$ cat config.mk
export PLATFORM = sky130hd
export DESIGN_NAME = mem_req_ctrl
export DESIGN_NICKNAME = d
export VERILOG_FILES = /design/src/rtl/mem_req_ctrl.sv
export SDC_FILE = /design/constraint.sdc
export NUM_CORES = 1
export LEC_CHECK = 0
export ABC_AREA = 1
export CAP_MARGIN = 20
export CORE_MARGIN = 5
export CORE_UTILIZATION = 30
export CTS_CLUSTER_DIAMETER = 30
export DETAILED_ROUTE_END_ITERATION = 6
export PLACE_DENSITY = 0.64
export SLEW_MARGIN = 30
export SYNTH_ARGS = -nofsm -noshare
export SYNTH_HDL_FRONTEND = slang
export SYNTH_SLANG_ARGS = --single-unit
$ cat constraint.sdc
create_clock -name clock -period 2.51 [get_ports clock]
set_input_delay 0.6275 -clock clock [delete_from_list [all_inputs] [get_ports clock]]
set_output_delay 0.6275 -clock clock [all_outputs]
set_load 0.01 [all_outputs]
$ cat src/rtl/mem_req_ctrl.sv
// Data-memory requester for the Y86-64 memory stage: decodes the access, runs a req/ack
// handshake and returns val_m. Optional MEM_TIMEOUT_EN aborts requests left unacknowledged.
module mem_req_ctrl #(
    parameter int unsigned MEM_WORDS = 1024,
    parameter int unsigned TIMEOUT   = 16
) (
    input  logic        clock,
    input  logic        reset,
    input  logic        start,
    input  logic [3:0]  in_code,
    input  logic [63:0] val_e,
    input  logic [63:0] val_a,
    input  logic [63:0] val_p,
    output logic        busy,
    output logic        done,
    output logic [63:0] val_m,
    output logic [63:0] mem_add,
    output logic        bad_mem,
    output logic        dm_req,
    output logic        dm_we,
    output logic [63:0] dm_addr,
    output logic [63:0] dm_wdata,
    input  logic        dm_ack,
    input  logic [63:0] dm_rdata
);

    typedef enum logic [1:0] {
        IDLE,
        REQ,
        RESP
    } state_t;

    // A zero TIMEOUT would expire immediately, so it is treated as "never time out".
    localparam bit TIMEOUT_ON = (TIMEOUT != 0);

    state_t      state, state_nxt;
    logic        busy_nxt, done_nxt, bad_mem_nxt, dm_req_nxt, dm_we_nxt;
    logic [63:0] val_m_nxt, mem_add_nxt, dm_addr_nxt, dm_wdata_nxt;

    logic        is_mem, is_write, in_range, timeout_hit;
    logic [63:0] addr, wdata;

    always_comb begin
        is_mem   = 1'b0;
        is_write = 1'b0;
        addr     = val_e;
        wdata    = val_a;
        case (in_code)
            4'd4:  begin is_mem = 1'b1; is_write = 1'b1; end
            4'd5:  begin is_mem = 1'b1; end
            4'd8:  begin is_mem = 1'b1; is_write = 1'b1; wdata = val_p; end
            4'd9:  begin is_mem = 1'b1; addr = val_a; end
            4'd10: begin is_mem = 1'b1; is_write = 1'b1; end
            4'd11: begin is_mem = 1'b1; addr = val_a; end
            default: ;
        endcase
    end

    assign in_range = (addr < 64'(MEM_WORDS));

`ifdef MEM_TIMEOUT_EN
    localparam int CW = ($clog2(TIMEOUT + 1) > 5) ? $clog2(TIMEOUT + 1) : 5;

    logic [CW-1:0] req_cnt;

    // Counts completed REQ cycles; restarts whenever the FSM is outside REQ.
    always_ff @(posedge clock) begin
        if (reset || state != REQ) begin
            req_cnt <= '0;
        end else begin
            req_cnt <= req_cnt + 1'b1;
        end
    end

    assign timeout_hit = (state == REQ) && (req_cnt == CW'(TIMEOUT - 1));
`else
    assign timeout_hit = 1'b0;
`endif

    always_comb begin
        state_nxt    = state;
        busy_nxt     = busy;
        done_nxt     = 1'b0;
        val_m_nxt    = val_m;
        mem_add_nxt  = mem_add;
        bad_mem_nxt  = bad_mem;
        dm_req_nxt   = dm_req;
        dm_we_nxt    = dm_we;
        dm_addr_nxt  = dm_addr;
        dm_wdata_nxt = dm_wdata;
        case (state)
            IDLE: begin
                if (start) begin
                    if (!is_mem) begin
                        bad_mem_nxt = 1'b0;
                        done_nxt    = 1'b1;
                    end else if (!in_range) begin
                        mem_add_nxt = addr;
                        bad_mem_nxt = 1'b1;
                        done_nxt    = 1'b1;
                    end else begin
                        mem_add_nxt  = addr;
                        bad_mem_nxt  = 1'b0;
                        dm_addr_nxt  = addr;
                        dm_we_nxt    = is_write;
                        dm_wdata_nxt = wdata;
                        dm_req_nxt   = 1'b1;
                        busy_nxt     = 1'b1;
                        state_nxt    = REQ;
                    end
                end
            end
            REQ: begin
                // An ack in the expiry cycle takes priority over the timeout.
                if (dm_ack) begin
                    dm_req_nxt = 1'b0;
                    if (!dm_we) begin
                        val_m_nxt = dm_rdata;
                    end
                    busy_nxt  = 1'b0;
                    done_nxt  = 1'b1;
                    state_nxt = RESP;
                end else if (TIMEOUT_ON && timeout_hit) begin
                    dm_req_nxt  = 1'b0;
                    bad_mem_nxt = 1'b1;
                    busy_nxt    = 1'b0;
                    done_nxt    = 1'b1;
                    state_nxt   = RESP;
                end
            end
            RESP: begin
                state_nxt = IDLE;
            end
            default: begin
                state_nxt = IDLE;
            end
        endcase
    end

    always_ff @(posedge clock) begin
        if (reset) begin
            state    <= IDLE;
            busy     <= 1'b0;
            done     <= 1'b0;
            val_m    <= '0;
            mem_add  <= '0;
            bad_mem  <= 1'b0;
            dm_req   <= 1'b0;
            dm_we    <= 1'b0;
            dm_addr  <= '0;
            dm_wdata <= '0;
        end else begin
            state    <= state_nxt;
            busy     <= busy_nxt;
            done     <= done_nxt;
            val_m    <= val_m_nxt;
            mem_add  <= mem_add_nxt;
            bad_mem  <= bad_mem_nxt;
            dm_req   <= dm_req_nxt;
            dm_we    <= dm_we_nxt;
            dm_addr  <= dm_addr_nxt;
            dm_wdata <= dm_wdata_nxt;
        end
    end

endmodule

Word level (Yosys, flattened, before mapping)
Cells that the tools add are included.
- shifts and indexed selects: 0
- multiplexer cells: 20
- add/subtract/negate cells: 0
- $mul: 0
- equality and inequality tests: 11
- bitwise logic cells: 1
- reductions and logical operators: 11
- div/mod/pow operators: 0
- magnitude comparators: 1
- operators by type and width (kind ; number):
    2-to-1 mux 64 bit ; 2
    less-than comparator 64 x 11 -> 1 bit, second input constant ; 1
    == test 4 bit, second input constant ; 4
    2-to-1 mux 1 bit ; 11
    == test 4 x 3 -> 1 bit, second input constant ; 2
    2-to-1 mux 2 bit ; 4
    != test 2 bit, second input constant ; 4
    AND reduction 4 bit ; 2
    AND reduction 3 bit ; 2
    OR reduction 6 bit ; 1
    AND reduction 5 bit ; 1
    one-hot mux 1 bit (2 select lines) ; 2
    one-hot mux 2 bit (2 select lines) ; 1
    OR reduction 3 bit ; 1
    == test 2 x 1 -> 1 bit, second input constant ; 1
    logical NOT 2 bit ; 1
    AND reduction 2 bit ; 1
    nonzero test 2 bit ; 1
    OR reduction 2 bit ; 1
    NOT 1 bit ; 1
- register bits: 262
- input port bits: 264
- bits in latches: 0
- memories kept: 0
- memory bits (read-only): 0
- output and inout bits: 261
- logic and storage cells: 53
- memory bits (writable): 0

Depth between registers and ports, before layout
Gate-level depths: netlist (run 1).
- depth after elaboration: 8
- mapped depth: 17
- depth with buffers taken out: 14

Worst setup path before layout (run 1)
Ideal clock, no wire load.
- path type: input -> register
- from: input port in_code[3]
- to: register dm_wdata[10]
- slack: 0.136 ns
- data arrival time: 2.261 ns
- buffers on the path: 5
- stages: 14
- setup time: 0.113 ns
- required time: 2.397 ns
- cell sequence: buf_2 -> nand3_4 -> buf_6 -> buf_2 -> nand2_1 -> nand2_1 -> nor2_1 -> nand4_1 -> nor2_1 -> nand3_2 -> buf_4 -> buf_2 -> nor2_1 -> nor2_1
- word-level cells in the longest chain between the ends: 5
- elaborated cells on any way between the ends: 13
- those cells by class: order compare (1); eq/ne (6); mux (3); reduce/logical (3)
- ends and longest elaborated chain (what ; RTL line ; text):
    start: declaration ; 10 ; input logic [3:0] in_code,
    == test 4 bit ; 48 ; case (in_code)
    OR reduction 2 bit (no line) ; - ;
    2-to-1 mux 64 bit ; 48 ;
    less-than comparator 64 x 11 -> 1 bit ; 59 ; assign in_range = (addr < 64'(MEM_WORDS));
    AND reduction 4 bit (no line) ; - ;
    end signal: assignment ; 162 ; dm_wdata <= dm_wdata_nxt;
    end: declaration ; 22 ; output logic [63:0] dm_wdata,
Several ways; a longest one is shown, not always the timed one.
A chain may end at the register's enable or synchronous reset.

Worst setup path in the final report (run 1)
- from: input port in_code[2]
- to: register dm_wdata[29]
Same word-level chain as after synthesis.

==> results of run 1 <==
[per-layer routing]
| metal | part of all wire, % | wire (um) |
|---|---|---|
| met5 | 0.089 | 49 |
| met4 | 4.1 | 2250 |
| met3 | 8.7 | 4780 |
| met2 | 46 | 25200 |
| met1 | 41 | 22500 |
[what timing repair did]
item | 4_1_cts | 5_1_grt
setup buffers | 9 | 2
cloned | 8 | 0
pin swaps | 5 | 8
resized for setup | 38 | 12
setup endpoints to repair | 131 | 131
[registers in the layout, indices dropped and copies added (netlist names)]
| register | count |
|---|---|
| dm_addr | 64 |
| dm_req | 1 |
| bad_mem | 1 |
| dm_wdata | 64 |
| val_m | 64 |
| mem_add | 64 |
| dm_we | 1 |
| done | 1 |
| state | 2 |
[cell families after synthesis]
group	count (synthesis)	share of synthesized area [%]
buffers and inverters	306	11.0
multiplexers	58	5.53
flip-flops	262	45.2
AO/OA/AOI/OAI	197	9.19
AND/OR/NAND/NOR	845	29.0
[cell type report]
cell class	instances	area [um2]	area share (%)
clock inverter	30	430	2.02
antenna	6	15.0	0.0704
tap	518	648	3.04
multi-input combinational	1101	5200	24.4
inverter	196	744	3.49
clock buffer	97	2080	9.75
timing repair inverter	1	7.51	0.0352
sequential	262	5250	24.6
timing repair buffer	691	6950	32.6
[worst max path at each step]
stage | slack [ns] | to
after global routing | -0.008 | dm_wdata[29]
after global placement | -0.82 | dm_wdata[11]
after CTS | 0.05 | dm_wdata[25]
final | 0.14 | dm_wdata[29]
after detailed placement | -0.85 | dm_wdata[3]
after floorplan | 0.14 | dm_wdata[10]
[synth_stat cells, types with 2 or more instances]
library cell,count
sky130_fd_sc_hd__nor2_1,368
sky130_fd_sc_hd__nand2_1,356
sky130_fd_sc_hd__dfxtp_1,262
sky130_fd_sc_hd__inv_1,193
sky130_fd_sc_hd__o21ai_0,107
sky130_fd_sc_hd__nand3_1,98
sky130_fd_sc_hd__clkbuf_1,55
sky130_fd_sc_hd__mux2_2,48
sky130_fd_sc_hd__a21oi_1,44
sky130_fd_sc_hd__buf_2,35
sky130_fd_sc_hd__a211oi_1,21
sky130_fd_sc_hd__a31oi_1,19
sky130_fd_sc_hd__nand4_1,17
sky130_fd_sc_hd__mux2i_1,10
sky130_fd_sc_hd__buf_6,8
sky130_fd_sc_hd__buf_1,6
sky130_fd_sc_hd__buf_4,6
sky130_fd_sc_hd__o21ai_1,4
sky130_fd_sc_hd__inv_2,3
sky130_fd_sc_hd__nor2_2,2
[stage by stage]
stage	setup TNS, ns	hold slack [ns]
2_1_floorplan	0	0.477
3_3_place_gp	-126.63	0.443
3_5_place_dp	-133.12	0.445
4_1_cts	0	0.453
5_1_grt	-0.00755	0.471
6_report	0	0.451
[power breakdown]
group          internal, mW  switching [mW]  leakage [nW]
Sequential             4.25          0.0392          2.12
Clock                  6.75            2.61          1.25
Combinational         0.834           0.675          6.60
[worst reg2reg max path, delay by kind of cell, from the launching register on]
family | cells | cell delay (ns)
flip-flops | 1 | 0.32
AO/OA/AOI/OAI | 1 | 0.24
AND/OR/NAND/NOR | 5 | 0.58
buffers and inverters | 5 | 0.76
==> impl_metrics.yaml, run 1 <==
critical_path:
  timing.critical_path.max_delay_family: "simple AND/OR/NAND/NOR gates"
  r2r-end: "val_m[53]"
  worst-endpoint-required_ns: 2.99
  worstSetupStartpoint: "in_code[2]"
  timing.reg2reg.worst_path_depth: 11
  critical_path_depth: 18
  setup.worst_path.class: "in2reg"
  crit_path_end_kind: "register"
  rr_startpoint: "state[1]"
  crit_top_cell: "sky130_fd_sc_hd__nand2_1"
  worstPathBufferInverterCount: 6
  cells_along_the_critical_path: "clkdlybuf4s15_1 > inv_2 > nand3_4 > buf_12 > clkinvlp_4 > nand2_1 > nand2_1 > nor2_2 > nand2_1 > nor2_1 > nand2_1 > nor2_4 > nand3_4 > buf_6 > bufbuf_16 > nand2_1 > nand2_1 > nor2_1"
  worst_setup_path_start_kind: "input port"
  regToRegSetupSlack_ns: 0.52
  timing.critical_path.slowest_cell_delay_ns: 0.30
  critPathArrivalTime_ns: 2.85
  critical-path-slowest-cell: "sky130_fd_sc_hd__bufbuf_16"
  critical_path.max_fanout: 19
final_layout:
  final_cell_mix: "sky130_fd_sc_hd__clkdlybuf4s50_1, sky130_fd_sc_hd__nor2_1, sky130_fd_sc_hd__nand2_1"
  finalCoreUtilization_pct: 55.4
  area_delta_synth_final_pct: 83.9
  layout_commonest_cell: "sky130_fd_sc_hd__clkdlybuf4s50_1"
  final.fill_count: 3533
  finalNetCount: 2587
  post_layout_nonfiller_instances: 2902
  layout-drive-gt1-share_pct: 15.7
  fin_area_um2: 21300
floorplanning:
  start_util_pct: 30.1
  floorplan.die.height_um: 207
  fp.dieW_um: 207
  dieArea_um2: 42700
  fp.coreArea_um2: 38500
  io_pins: 525
  floorplan.rows: 72
drt:
  vias_per_inst: 4.62
  antenna_violating_nets_post_route: 0
  wl_mm: 54.8
  first_pass_iters: 5
  drt_first_iter_violations: 856
  routed-via-count: 13411
  post_drt_wl_per_cell_um: 18.9
  drt_drc_violations_left: 0
synthesis:
  synth_top_area_share_pct: 45.2
  synth.top_cells.by_area: "sky130_fd_sc_hd__dfxtp_1, sky130_fd_sc_hd__nor2_1, sky130_fd_sc_hd__nand2_1, sky130_fd_sc_hd__inv_1, sky130_fd_sc_hd__mux2_2"
  syn-instance-count: 1668
  synth_nets: 1932
  ys_seq_area_share_pct: 45.2
  yosys_warnings: 0
  ys_async_sr_fraction_pct: 0
  netlist-cell-type-count: 26
  synthesis.area_per_instance_um2: 6.95
  yosys_register_bits: 262
  synthFlopType: "sky130_fd_sc_hd__dfxtp_1"
  edff_count_synth: 0
  synthesis.area_um2: 11600
  synth_area_leader_cell: "sky130_fd_sc_hd__dfxtp_1"
global_routing:
  grt_util_met2_pct: 37.9
  antenna_found_initial: 10
  top_usage_layer: "met2"
  grt_max_degree: 64
  grt_pass1_vias: 13143
  met3_usage_pct: 7.30
  grt_first_pass_wirelength_mm: 79.6
  global_route.usage.met1_pct: 31.6
  globalRoute.totalOverflow: 0
  track_usage_pct: 24.6
placed_design:
  dp_hpwl_mm: 40.7
  numPlacedInstances: 2750
  detailed_place.area_um2: 18400
  port_buffers: 524
  gp_routability_congestion: 0.960
  placement.setup.worst_slack_ns: -0.850
sta:
  worstMarginPinSlew_ns: 0.613
  finalWorstSetupSlack_ns: 0.141
  max_freq_mhz: 422
  timing.final.crit_share_pct: 94.4
  timing.slew.headroom_pct: 59.1
  report.final.slew_viol_count: 0
  period_minus_slack_ns: 2.37
  final.setup_skew_ns: 0.0118
  hold_viol_final: 0
  setup_viol: 0
hold_path:
  timing.hold.worst.start: "dm_addr[11]"
  hold_class: "reg2reg"
  hold-path-cell-count: 2
  min_delay_worst_endpoint: "dm_addr[11]"
cts:
  clk_path_buf_depth: 3
  cts-root-buf: "sky130_fd_sc_hd__clkbuf_16"
  worst_skew_pair.late_latency_ns: 0.55
  tritoncts: "done"
  ctsHoldBuffers: 0
  tritoncts.num_buffers: 70
  htree_num_levels: 3
  clkSlewWorstSetupHoldPaths_ns: 0.05
  tritoncts_num_sinks: 262
power_and_ir_drop:
  vdd_ir_drop_max_uv: 528
  p_leak_nw: 9.97
  cell_area_power_density_nw_per_um2: 711
  fin_total_pwr_mw: 15.2
outcome:
  run_status: "finished, final reports clean"
run:
  drv.max_cap_violation_count: 0
No activity file was read; power rests on OpenSTA's default activity.
==> inputs of run 2 (changes only) <==
- CORE_AREA: not set -> 2 2 206 208
- CORE_MARGIN: 5 -> not set
- CORE_UTILIZATION: 30 -> not set
- DIE_AREA: not set -> 0 0 208 210
- PLACE_DENSITY: 0.64 -> 0.61
- SKIP_LAST_GASP: not set -> 1
==> run 2 against run 1 <==
Against the previous run:
- via count is 0.69% lower
- sequential share of layout area is 0.22 points higher
- flip-flop and latch count stayed put
- sequential power hardly changed
- largest cell class unchanged
- wire length is 3.1% lower
==> impl_metrics.yaml, run 2 (synthesis gave the netlist of run 1 again) <==
outcome:
  run_status: "finished, final reports clean"
sta:
  period_minus_slack_ns: 2.39
  report.final.slew_viol_count: 0
  final.setup_skew_ns: 0.0194
  max_freq_mhz: 418
  hold_viol_final: 0
  timing.final.crit_share_pct: 95.2
  grt_setup_unrepaired: "no"
  timing.setup.tns_ns: 0
  timing.slew.headroom_pct: 64.2
  setup_viol: 0
  worstMarginPinSlew_ns: 0.537
final_layout:
  layout_commonest_cell: "sky130_fd_sc_hd__clkdlybuf4s50_1"
  final.fill_count: 3989
  fin_area_um2: 21100
  layout-drive-gt1-share_pct: 15.2
  finalNetCount: 2590
  final_cell_mix: "sky130_fd_sc_hd__clkdlybuf4s50_1, sky130_fd_sc_hd__nor2_1, sky130_fd_sc_hd__nand2_1"
  area_delta_synth_final_pct: 82.3
  post_layout_nonfiller_instances: 2934
cts:
  cts-root-buf: "sky130_fd_sc_hd__clkbuf_16"
  worst_skew_pair.late_latency_ns: 0.56
  clk_path_buf_depth: 3
  htree_num_levels: 3
  tritoncts.num_buffers: 73
  ctsHoldBuffers: 0
  clkSlewWorstSetupHoldPaths_ns: 0.05
  tritoncts: "done"
  tritoncts_num_sinks: 262
drt:
  post_drt_wl_per_cell_um: 18.1
  drt_drc_violations_left: 0
  first_pass_iters: 7
  antenna_violating_nets_post_route: 0
  wl_mm: 53.1
  drt_first_iter_violations: 835
  vias_per_inst: 4.54
  routed-via-count: 13319
floorplanning:
  floorplan.rows: 75
  dieArea_um2: 43700
  fp.dieW_um: 208
  fp.coreArea_um2: 41500
  io_pins: 525
  start_util_pct: 28.0
  floorplan.die.height_um: 210
power_and_ir_drop:
  p_leak_nw: 9.86
  power.share.switching_pct: 23.6
  power_frac_seq_pct: 28.2
  power_frac_clock_pct: 62.2
  combinationalPowerShare_pct: 9.6
  net-switching-power_mw: 3.59
  power_internal_mw: 11.6
  vdd_ir_drop_max_uv: 490
  fin_total_pwr_mw: 15.2
  cell_area_power_density_nw_per_um2: 719
critical_path:
  critical_path.max_fanout: 31
  worst-endpoint-required_ns: 2.97
  setup.worst_path.class: "in2reg"
  critPathArrivalTime_ns: 2.85
  crit_path_end_kind: "register"
  regToRegSetupSlack_ns: 0.64
  worst_setup_path_start_kind: "input port"
hold_path:
  hold_class: "reg2reg"
run:
  drv.max_cap_violation_count: 0
placed_design:
  port_buffers: 524
  dp_hpwl_mm: 40.3
  detailed_place.area_um2: 18400
  gp_routability_congestion: 0.922
  numPlacedInstances: 2782
global_routing:
  grt_first_pass_wirelength_mm: 77.1
  grt_max_degree: 53
  globalRoute.totalOverflow: 0
  grt_pass1_vias: 12682
  track_usage_pct: 23.2
  antenna_found_initial: 14
## run 2: cell types whose count changed in the layout (fill, tap and decap cells not counted), moves of 7 or more
cell	previous run	this run
sky130_fd_sc_hd__nand2_1	346	354
sky130_fd_sc_hd__nor2_1	352	359
sky130_fd_sc_hd__buf_12	22	13
sky130_fd_sc_hd__clkinv_2	16	7
sky130_fd_sc_hd__nand2_2	9	1
sky130_fd_sc_hd__buf_4	133	147
sky130_fd_sc_hd__clkinvlp_4	2	11
## run 2: power groups by stage
stage                     Combinational [mW]  Sequential (mW)  Clock [mW]
final                                   1.46             4.29        9.45
after global routing                    1.56             4.29        9.85
after CTS                               1.44             4.29        9.61
after detailed placement                1.44             4.36           0
after global placement                  1.44             4.36           0
after floorplan                        0.436             4.39           0
## run 2: layout make-up
cell class                 count  area [um2]  share of cell area (%)
inverter                     196         741                    3.50
timing repair buffer         693        6790                    32.1
tap                          539         674                    3.19
clock buffer                  94        2030                    9.60
multi-input combinational   1100        5120                    24.2
antenna                       10        25.0                   0.118
sequential                   262        5250                    24.8
clock inverter                40         509                    2.41
## run 2: worst paths after layout
kind          startpoint            to  cells past startpoint
min          dm_addr[19]   dm_addr[19]                      2
min reg2reg  dm_addr[19]   dm_addr[19]                      2
max            val_a[60]  dm_wdata[13]                     14
max reg2reg     state[1]     val_m[32]                     10
## run 2: routing by layer
metal  vias to the layer above  share of wire (%)  global-route usage (%)
met4                        12                2.8                    9.59
met2                       553                 46                    36.4
li1                       6564                  -                       -
met1                      6087                 44                    30.4
met5                         -               0.15                       0
met3                       103                7.5                    5.87
## run 2: per-stage QoR
step,hold slack [ns],worst slack (ns),util (%)
2_1_floorplan,0.477,0.136,-
3_3_place_gp,0.442,-0.695,44.3
3_5_place_dp,0.445,-0.725,44.3
4_1_cts,0.451,0.110,50.7
5_1_grt,0.463,0.0198,50.9
6_report,0.451,0.120,51.0
## run 2: worst max-delay path, stage by stage
cell and delay (ns):
sky130_fd_sc_hd__clkdlybuf4s50_1 0.51, sky130_fd_sc_hd__nand4_1 0.25, sky130_fd_sc_hd__nand2_1 0.13, sky130_fd_sc_hd__nor2_1 0.12, sky130_fd_sc_hd__nand2_1 0.08, sky130_fd_sc_hd__nor2_2 0.12
sky130_fd_sc_hd__nand2_1 0.07, sky130_fd_sc_hd__nor2_2 0.13, sky130_fd_sc_hd__buf_4 0.14, sky130_fd_sc_hd__nand3_4 0.07, sky130_fd_sc_hd__buf_12 0.16, sky130_fd_sc_hd__bufbuf_16 0.31
sky130_fd_sc_hd__nor2_1 0.10, sky130_fd_sc_hd__nor2_1 0.05
## run 2: repair_timing
item	4_1_cts	5_1_grt
buffers inserted	2	1
gates cloned	2	3
gates resized for setup	10	13
hold endpoints to repair	0	0
setup endpoints to repair	111	99
pin swaps	1	1
==> inputs of run 3 (changes only) <==
- SETUP_SLACK_MARGIN: not set -> 0.3
==> run 3 against run 2 <==
Against the previous run:
- sequential share of layout area fell by 1.1 points
- worst hold slack got worse by 0.0069 ns
- total power rose by 3.3%
- largest cell class unchanged
- design area rose by 4.7%
- clock-buffer cell count fell by 1
- cell count rose by 0.95%
- sequential power barely moved
- wire length rose by 5.0%
- worst setup slack improved by 0.12 ns
- critical endpoint is now dm_addr[49]
- global-route usage rose by 0.44 points
- flip-flop and latch count did not move
==> impl_metrics.yaml, run 3 (synthesis gave the netlist of run 1 again) <==
global_routing:
  track_usage_pct: 23.6
  grt_pass1_vias: 12961
  grt_first_pass_wirelength_mm: 79.1
  globalRoute.totalOverflow: 0
  antenna_found_initial: 14
  grt_max_degree: 56
cts:
  tritoncts: "done"
  tritoncts_num_sinks: 262
  clkSlewWorstSetupHoldPaths_ns: 0.05
  cts-root-buf: "sky130_fd_sc_hd__clkbuf_16"
  worst_skew_pair.late_latency_ns: 0.57
  tritoncts.num_buffers: 75
  ctsHoldBuffers: 0
  htree_num_levels: 3
  clk_path_buf_depth: 3
drt:
  top_signal_layer_used: "met5"
  routedLengthMet1_mm: 24.4
  post_drt_wl_per_cell_um: 18.8
  met2_wirelength_mm: 25.4
  drt_drc_violations_left: 0
  met3_length_mm: 3.81
  wl_mm: 55.7
  drt_first_iter_violations: 907
  routed-via-count: 13593
  antenna_violating_nets_post_route: 0
  first_pass_iters: 6
  vias_per_inst: 4.59
outcome:
  run_status: "finished, final reports clean"
floorplanning:
  fp.dieW_um: 208
  fp.coreArea_um2: 41500
  floorplan.rows: 75
  floorplan.die.height_um: 210
  dieArea_um2: 43700
  io_pins: 525
  start_util_pct: 28.0
final_layout:
  finalNetCount: 2619
  area_delta_synth_final_pct: 90.8
  final.fill_count: 3826
  layout_commonest_cell: "sky130_fd_sc_hd__clkdlybuf4s50_1"
  final_cell_mix: "sky130_fd_sc_hd__clkdlybuf4s50_1, sky130_fd_sc_hd__nor2_1, sky130_fd_sc_hd__nand2_1"
  layout-drive-gt1-share_pct: 20.2
  post_layout_nonfiller_instances: 2962
power_and_ir_drop:
  cell_area_power_density_nw_per_um2: 710
  p_leak_nw: 10.3
  vdd_ir_drop_max_uv: 535
critical_path:
  setup.worst_path.class: "in2reg"
  crit_path_end_kind: "register"
  critPathArrivalTime_ns: 2.73
  regToRegSetupSlack_ns: 0.58
  worst-endpoint-required_ns: 2.97
  timing.reg2reg.worst_path_depth: 10
  rr_startpoint: "state[1]"
  worst_setup_path_start_kind: "input port"
  critical_path.max_fanout: 7
  r2r-end: "val_m[45]"
hold_path:
  hold_class: "reg2reg"
  timing.hold.worst.start: "dm_addr[30]"
  min_delay_worst_endpoint: "dm_addr[30]"
  hold-path-cell-count: 2
sta:
  report.final.slew_viol_count: 0
  hold_viol_final: 0
  max_freq_mhz: 441
  worstMarginPinSlew_ns: 0.430
  final.setup_skew_ns: 0.0195
  grt_setup_unrepaired: "yes"
  period_minus_slack_ns: 2.27
  setup_viol: 0
  timing.final.crit_share_pct: 90.4
  fin_hold_ws_ns: 0.444
  timing.setup.tns_ns: 0
  timing.slew.headroom_pct: 71.3
placed_design:
  numPlacedInstances: 2777
  gp_routability_congestion: 0.923
  port_buffers: 524
  dp_hpwl_mm: 40.2
run:
  drv.max_cap_violation_count: 0
run 3: worst max-delay path by stage:
stage | startpoint | endpoint | depth (start not counted)
2_1_floorplan | in_code[3] | dm_wdata[10] | 16
3_3_place_gp | in_code[2] | dm_addr[9] | 17
3_5_place_dp | in_code[2] | dm_wdata[1] | 14
4_1_cts | in_code[3] | dm_addr[57] | 16
5_1_grt | val_a[17] | dm_addr[28] | 14
6_report | val_a[40] | dm_addr[49] | 14
run 3: power breakdown:
part / leakage [nW] / switching (mW) / total, mW / internal (mW)
combinational: 6.89 / 0.675 / 1.50 / 0.823
sequential: 2.12 / 0.0388 / 4.29 / 4.25
clock: 1.27 / 2.83 / 9.91 / 7.08
run 3: worst max-delay path, cell delays in order:
cell	delay, ns
sky130_fd_sc_hd__clkdlybuf4s50_1	0.51
sky130_fd_sc_hd__nand4_1	0.20
sky130_fd_sc_hd__nand2_1	0.12
sky130_fd_sc_hd__nor2_1	0.11
sky130_fd_sc_hd__nand2_1	0.08
sky130_fd_sc_hd__nor2_2	0.15
sky130_fd_sc_hd__nand2_2	0.08
sky130_fd_sc_hd__nor2_4	0.12
sky130_fd_sc_hd__nand3_4	0.14
sky130_fd_sc_hd__buf_6	0.15
sky130_fd_sc_hd__buf_12	0.14
sky130_fd_sc_hd__clkbuf_16	0.17
sky130_fd_sc_hd__nand3_2	0.06
sky130_fd_sc_hd__inv_1	0.05
run 3: per-stage QoR:
stage | power (mW) | setup slack (ns) | area (um2) | utilization (%)
3_3_place_gp | 5.80 | -0.726 | 18400 | 44.3
5_1_grt | 16.2 | 0.194 | 22100 | 53.3
2_1_floorplan | 4.83 | 0.292 | 11700 | -
4_1_cts | 15.8 | 0.265 | 21300 | 51.4
3_5_place_dp | 5.80 | -0.794 | 18400 | 44.3
6_report | 15.7 | 0.241 | 22100 | 53.3
run 3: area by class of cell:
class | count | area [um2] | share of cell area (%)
clock inverter | 40 | 554 | 2.51
timing repair buffer | 719 | 7270 | 32.9
inverter | 196 | 747 | 3.38
clock buffer | 93 | 2090 | 9.45
timing repair inverter | 1 | 7.51 | 0.0339
antenna | 12 | 30.0 | 0.136
sequential | 262 | 5250 | 23.7
multi-input combinational | 1100 | 5500 | 24.9
tap | 539 | 674 | 3.05
run 3: layer usage:
layer	GRT usage [%]	vias up
met2	36.8	515
met1	30.9	6334
met4	10.8	4
met3	5.96	113
met5	0	-
li1	-	6627
run 3: repair_timing:
action                                  CTS  global route
resized for setup                        39           137
endpoints found under the setup margin  202           180
setup buffers                            17             3
pin swaps                                 7            30
cloned                                    4            16
